**src/rtl/clock_sub.sv**
```systemverilog
// Kitchen-timer countdown core: MM:SS held as four BCD digits, auto-loads a changed preset.
// Optional `CLOCK_SUB_DONE_EN adds a registered done flag raised when a countdown reaches 00:00.
module clock_sub #(
    parameter int CLK_DIV = 1,
    parameter int DIGIT_W = 8
) (
    input  logic               CLK,
    input  logic               reset,
    input  logic [DIGIT_W-1:0] seconds_upper_in,
    input  logic [DIGIT_W-1:0] seconds_lower_in,
    input  logic [DIGIT_W-1:0] minutes_upper_in,
    input  logic [DIGIT_W-1:0] minutes_lower_in,
    output logic [DIGIT_W-1:0] seconds_upper,
    output logic [DIGIT_W-1:0] seconds_lower,
    output logic [DIGIT_W-1:0] minutes_upper,
    output logic [DIGIT_W-1:0] minutes_lower
`ifdef CLOCK_SUB_DONE_EN
    ,
    output logic               done
`endif
);

    localparam int PW = (CLK_DIV > 1) ? $clog2(CLK_DIV) : 1;

    logic [3:0]    su_q, sl_q, mu_q, ml_q;
    logic [3:0]    su_d, sl_d, mu_d, ml_d;
    logic [15:0]   shadow_q;
    logic [15:0]   raw;
    logic [PW-1:0] pre_q;
    logic          load, is_zero, tick, dec_to_zero;
    logic          unused_hi;

    function automatic logic [3:0] sat(input logic [3:0] d, input logic [3:0] max);
        return (d > max) ? max : d;
    endfunction

    // Only the low nibble of each digit port carries the value.
    assign raw       = {minutes_upper_in[3:0], minutes_lower_in[3:0],
                        seconds_upper_in[3:0], seconds_lower_in[3:0]};
    assign unused_hi = ^{seconds_upper_in, seconds_lower_in, minutes_upper_in, minutes_lower_in};

    assign load    = (raw != shadow_q);
    assign is_zero = ({mu_q, ml_q, su_q, sl_q} == 16'h0000);
    assign tick    = (pre_q == PW'(CLK_DIV - 1));

    // One-second BCD decrement; only applied while the count is non-zero.
    always_comb begin
        su_d = su_q;
        sl_d = sl_q;
        mu_d = mu_q;
        ml_d = ml_q;
        if (sl_q != 4'd0) begin
            sl_d = sl_q - 4'd1;
        end else begin
            sl_d = 4'd9;
            if (su_q != 4'd0) begin
                su_d = su_q - 4'd1;
            end else begin
                su_d = 4'd5;
                if (ml_q != 4'd0) begin
                    ml_d = ml_q - 4'd1;
                end else begin
                    ml_d = 4'd9;
                    mu_d = mu_q - 4'd1;
                end
            end
        end
    end

    assign dec_to_zero = ({mu_d, ml_d, su_d, sl_d} == 16'h0000);

    always_ff @(posedge CLK or negedge reset) begin
        if (!reset) begin
            su_q     <= '0;
            sl_q     <= '0;
            mu_q     <= '0;
            ml_q     <= '0;
            shadow_q <= '0;
            pre_q    <= '0;
        end else if (load) begin
            shadow_q <= raw;
            su_q     <= sat(seconds_upper_in[3:0], 4'd5);
            sl_q     <= sat(seconds_lower_in[3:0], 4'd9);
            mu_q     <= sat(minutes_upper_in[3:0], 4'd9);
            ml_q     <= sat(minutes_lower_in[3:0], 4'd9);
            pre_q    <= '0;
        end else if (!is_zero) begin
            if (tick) begin
                su_q  <= su_d;
                sl_q  <= sl_d;
                mu_q  <= mu_d;
                ml_q  <= ml_d;
                pre_q <= '0;
            end else begin
                pre_q <= pre_q + PW'(1);
            end
        end
    end

`ifdef CLOCK_SUB_DONE_EN
    always_ff @(posedge CLK or negedge reset) begin
        if (!reset) begin
            done <= 1'b0;
        end else if (load) begin
            done <= 1'b0;
        end else if (!is_zero && tick && dec_to_zero) begin
            done <= 1'b1;
        end
    end
`else
    logic unused_dec;
    assign unused_dec = dec_to_zero;
`endif

    assign seconds_upper = DIGIT_W'(su_q);
    assign seconds_lower = DIGIT_W'(sl_q);
    assign minutes_upper = DIGIT_W'(mu_q);
    assign minutes_lower = DIGIT_W'(ml_q);

endmodule

```
**config.mk**
```make
export PLATFORM = sky130hd
export DESIGN_NAME = clock_sub
export DESIGN_NICKNAME = d
export VERILOG_FILES = /design/src/rtl/clock_sub.sv
export SDC_FILE = /design/constraint.sdc
export NUM_CORES = 1
export LEC_CHECK = 0
export ABC_AREA = 1
export ABC_CLOCK_PERIOD_IN_PS = 3630
export BUFFER_PORTS_ARGS = -buffer_cell sky130_fd_sc_hd__buf_2
export CORE_ASPECT_RATIO = 1.5
export CORE_UTILIZATION = 25
export DETAILED_ROUTE_END_ITERATION = 12
export PLACE_DENSITY = 0.55
export SLEW_MARGIN = 5
export SYNTH_ARGS = -nofsm -noshare
export SYNTH_HDL_FRONTEND = slang
export SYNTH_SLANG_ARGS = --single-unit
```
**constraint.sdc**
```tcl
create_clock -name CLK -period 3.63 [get_ports CLK]
set_input_delay 0.5445 -clock CLK [delete_from_list [all_inputs] [get_ports CLK]]
set_output_delay 0.5445 -clock CLK [all_outputs]
set_load 0.01 [all_outputs]
```
After elaboration in Yosys (flattened, before gate mapping) --
Index checks and enable logic that the tools add are counted.
Operators by class: reductions and logical operators 8, mux-type cells 28, magnitude comparators 4, add/subtract/negate cells 5, eq/ne operators 6
Operators by type and width (number):
- $mux 4 | 25
- $logic_not 16->1 | 1
- $ne 16x16->1 | 1
- $sub 4x1->4 const B | 4
- $gt 4x4->1 const B | 3
- $reduce_bool 4->1 | 3
- $ne 2x2->1 const B | 4
- $reduce_and 5->1 | 1
- $gt 4x3->1 const B | 1
- $reduce_and 4->1 | 1
- $mux 1 | 3
- $reduce_and 3->1 | 1
- $ne 2x1->1 const B | 1
- $reduce_and 2->1 | 1
- $add 1x1->1 const B | 1
Word-level totals: bits of input ports 34, output and inout bits 32, logic and storage cells 57, register bits 33

Logic depth before layout (Yosys ltp) --
word-level depth 7, gate-level depth with buffers 13, gate-level depth less buffers 12

Worst setup path before layout --
OpenSTA, ideal clock, no wires.
path type input -> register, from input port minutes_lower_in[1], to register su_q[0], library setup time 0.117 ns, buffers on the path 1, cell stages on the path 12, setup slack 2.106 ns, arrival 1.407 ns, cells stage by stage inv_1 nand2_1 nand2_1 nor2_1 nand2_1 inv_1 nand2_2 nor2_8 buf_6 o21ai_1 nand2_1 nand2_1
On the way: longest elaborated chain between the ends 3, elaborated cells between the ends (all ways) 6
Ends and longest elaborated chain:
- from (decl) | RTL line 12 | input logic [DIGIT_W-1:0] minutes_lower_in,
- $ne 16x16->1 * | RTL line 42 | assign load = (raw != shadow_q);
- $ne 2x2->1 (no line) / $ne 2x1->1 (equally long branches)
- $reduce_and 3->1 (no line)
- to (signal assigned) | RTL line 82 | su_q <= sat(seconds_upper_in[3:0], 4'd5);
- to (signal assigned) | RTL line 89 | su_q <= su_d;
- to (decl) | RTL line 25 | logic [3:0] su_q, sl_q, mu_q, ml_q;
Every way passes the cells marked *; elsewhere a longest branch is shown, timed or not. A chain may end at the register's enable or synchronous reset.

Worst setup path after layout --
from input port minutes_lower_in[0], to register mu_q[0]
On the way: longest elaborated chain between the ends 3, elaborated cells between the ends (all ways) 8
Ends and longest elaborated chain:
- $ne 16x16->1 * | RTL line 42
- $ne 2x2->1 (no line) / $ne 2x1->1 (equally long branches)
- $reduce_and 5->1 (no line)
- to (signal assigned) | RTL line 84 | mu_q <= sat(minutes_upper_in[3:0], 4'd9);
- to (signal assigned) | RTL line 91 | mu_q <= mu_d;
- to (decl) | RTL line 25
Marks and branches as above.

==> summary.log <==
qor: worst_setup_path.timing.critical_path.arrival 1.87 ns
qor: timing.setup_viol 0
qor: worst_setup_path.critical_path.max_stage_delay 0.22 ns
qor: worst_setup_path.cp_cell_sequence buf_2 -> inv_1 -> nand2_1 -> nand2_1 -> nor2_1 -> nand2_1 -> inv_1 -> nand2_2 -> nor2_8 -> nand2_2 -> nand2_1 -> nand2_1 -> nand2_1
qor: logic_synthesis.syn_inst_count 332
qor: cells_and_area.fin_nets 389
qor: logic_synthesis.synth_seq_cells 32
qor: cells_and_area.syn_to_final_growth 13.9%
qor: cts.cts_sinks 32
qor: flow_run.drv.max_cap_violation_count 0
qor: worst_setup_path.cp_common_cell sky130_fd_sc_hd__nand2_1
qor: global_route.first_global_vias 1807
qor: worst_setup_path.worst_path_dominant_cell_family simple AND/OR/NAND/NOR gates
qor: route.first_pass_iters 4
qor: route.via_count 1881
qor: global_route.grt_util_all_layers 11.7%
qor: logic_synthesis.netlist.area_leader.share 37.2%
qor: timing.fin_worst_skew 0.00331 ns
qor: cts.clk-insertion-delay-late 0.28 ns
qor: worst_setup_path.crit_required 3.84 ns
qor: global_route.grt-ovfl-total 0
qor: cts.cts_repair_resize_count 0
qor: cts.tritoncts_clock_tree done
qor: cts.cts_buffers 5
qor: route.drt_iter0_markers 74
qor: worst_setup_path.worst-path-max-fanout 16
qor: die.chipHeight 116 um
qor: logic_synthesis.mappedNetlistArea 2150 um^2
qor: cells_and_area.num_antenna_cells 0
qor: die.fp.dieW 77.8 um
qor: timing.finalSetupTns 0 ns
qor: logic_synthesis.post-synth-top-area-cell sky130_fd_sc_hd__dfrtp_1
qor: logic_synthesis.async_reset_ff_share 100%
qor: logic_synthesis.synth_enable_flop_cells 0
qor: worst_setup_path.critical_path_buf_inv_count 3
qor: timing.rsz0062_at_grt false
qor: cts.ctsHoldBuffers 0
qor: timing.max_freq 0.605 GHz
qor: timing.maxSlewViolCount 0
qor: die.fp.dieArea 9000 um^2
qor: cts.cts_setup_buffers 0
qor: logic_synthesis.avgSynthCellArea 6.49 um^2
qor: cells_and_area.finish.instance_area 2450 um^2
qor: timing.least_margin_pin_slew 0.741 ns
qor: die.initial_utilization 25.8%
qor: place.place.gp.congestion 0.766
qor: power_and_ir_drop.total_leakage_power 0.00149 uW
qor: route.routed_wire_length_per_instance 9.73 um
qor: cts.cts-root-buf sky130_fd_sc_hd__clkbuf_16
qor: worst_setup_path.startpoint_type input port
qor: global_route.antenna_violations_before_repair 0
qor: cts.clkSlewWorstSetupHoldPaths 0.05 ns
qor: power_and_ir_drop.irDropWorstVdd 0.000171 V
qor: logic_synthesis.ys.flop_type sky130_fd_sc_hd__dfrtp_1
qor: timing.final-hold-violation-count 0
qor: worst_setup_path.crit_slowest_cell sky130_fd_sc_hd__nor2_8
qor: timing.layout_worst_path_cycle_share 45.5%
qor: route.via_per_inst 4.08
qor: route.routed_wirelength 4490 um
qor: timing.headroom_to_the_max_slew_limit 50.6%
qor: global_route.grt_first_pass_wirelength 8170 um
qor: logic_synthesis.yosysUniqueCellTypes 29
qor: logic_synthesis.synth.top_cells.by_count sky130_fd_sc_hd__nand2_1, sky130_fd_sc_hd__inv_1, sky130_fd_sc_hd__dfrtp_1, sky130_fd_sc_hd__nor2_1, sky130_fd_sc_hd__buf_4
qor: logic_synthesis.largest_cells_by_area_after_synthesis sky130_fd_sc_hd__dfrtp_1, sky130_fd_sc_hd__nand2_1, sky130_fd_sc_hd__inv_1
qor: place.buffer_ports.inserted 33
qor: logic_synthesis.synthMostInstantiatedCell sky130_fd_sc_hd__nand2_1
qor: route.drc 0
qor: place.hpwlAfterDp 3450 um
qor: worst_setup_path.rr_worst_depth 9
qor: global_route.maximum_number_of_pins_on_one_net_before_global_route_repair 33
qor: route.drt.antenna.violating_nets 0
qor: min_path.min_delay_path_class input port to asynchronous set/reset pin
qor: cts.htree_levels 2
qor: cells_and_area.drive_gt1_share 16.7%
qor: logic_synthesis.yosysSeqAreaShare 37.2%
qor: worst_setup_path.setup.worst_path.class input port to flip-flop
qor: timing.post-route-min-period 1.65 ns
qor: worst_setup_path.setup.worst_path.end_class flip-flop
qor: outcome.run_status completed
qor: worst_setup_path.critical_path_cell_count 13
qor: die.core 8360 um^2
qor: die.rows 41
qor: cts.clockBufferDepth 2
qor: place.detailed_place.area 2310 um^2
qor: power_and_ir_drop.power-per-cell-area 384 nW/um^2
qor: die.io_pins 66
qor: logic_synthesis.synth-warning-count 0
-- final timing paths --
check,start,end,slack (ns)
setup / recovery,minutes_lower_in[0],mu_q[0],1.98
hold / removal,reset,shadow_q[3],0.33
setup reg to reg,su_q[1],mu_q[0],1.98
hold reg to reg,mu_q[0],mu_q[0],0.53
max in group asynchronous,reset,shadow_q[9],2.82
min in group CLK,minutes_lower_in[1],shadow_q[9],0.40
-- per-stage QoR --
stage | setup WS [ns] | utilization [%] | power (uW) | hold WS (ns) | instances
2_1_floorplan | 2.11 | - | 495 | 0.249 | 347
3_3_place_gp | 1.66 | 27.6 | 526 | 0.511 | 453
3_5_place_dp | 1.64 | 27.6 | 529 | 0.513 | 453
4_1_cts | 1.93 | 29.4 | 959 | 0.371 | 461
5_1_grt | 1.66 | 29.4 | 998 | 0.402 | 461
6_report | 1.98 | 29.4 | 943 | 0.334 | 461
-- where the power goes --
group,switching (uW),internal (uW),total (uW)
clock network,153,270,423
logic,83.1,44.7,128
registers,16.7,376,392
total,253,690,943
-- layout by cell type (no fill, tap or decap) --
cell type / count
sky130_fd_sc_hd__a21oi_1: 8
sky130_fd_sc_hd__buf_2: 33
sky130_fd_sc_hd__clkbuf_16: 5
sky130_fd_sc_hd__clkbuf_8: 1
sky130_fd_sc_hd__clkinv_1: 1
sky130_fd_sc_hd__clkinv_2: 2
sky130_fd_sc_hd__conb_1: 16
sky130_fd_sc_hd__dfrtp_1: 32
sky130_fd_sc_hd__ha_1: 2
sky130_fd_sc_hd__inv_1: 42
sky130_fd_sc_hd__inv_2: 7
sky130_fd_sc_hd__nand2_1: 142
sky130_fd_sc_hd__nand2_2: 3
sky130_fd_sc_hd__nand2_4: 1
sky130_fd_sc_hd__nand3_1: 10
sky130_fd_sc_hd__nand3b_1: 1
sky130_fd_sc_hd__nor2_1: 22
sky130_fd_sc_hd__nor2_4: 2
sky130_fd_sc_hd__nor2_8: 1
sky130_fd_sc_hd__nor3_1: 4
sky130_fd_sc_hd__o211a_1: 1
sky130_fd_sc_hd__o211ai_1: 1
sky130_fd_sc_hd__o21ai_0: 6
sky130_fd_sc_hd__o21ai_1: 4
sky130_fd_sc_hd__o21ai_2: 1
sky130_fd_sc_hd__o31ai_2: 1
sky130_fd_sc_hd__or2_2: 2
sky130_fd_sc_hd__xnor2_1: 1
sky130_fd_sc_hd__xor2_1: 2
-- registers in the layout, summed over array words and instances, names as in the netlist --
signal and cells:
shadow_q 16, su_q 4, mu_q 4, sl_q 4, ml_q 4
-- cell families after synthesis --
| family | share of synthesized area, % |
|---|---|
| buffers and inverters | 18.2 |
| other | 0.174 |
| xor gates and xnor gates | 1.22 |
| AOI/OAI and AO/OA | 5.98 |
| and+or+nand+nor | 36.1 |
| adders and majority gates | 1.16 |
| DFF | 37.2 |
-- final cells by class --
type                       instances  area, um^2
timing repair buffer              33         165
sequential                        32         801
clock inverter                     2        10.0
clock buffer                       6         139
fill                             951        5910
multi-input combinational        231        1020
inverter                          50         188
tap                              107         134
-- metal layers --
metal	GRT usage [%]	vias to the layer above	share of wire [%]	wire, um
met5	0	-	0	0
met4	4.91	0	1.9	84
met3	2.52	7	4.6	206
met2	20.6	44	50	2230
met1	13.7	847	44	1970
li1	-	983	-	-
Power figures use the tool's default switching activity.
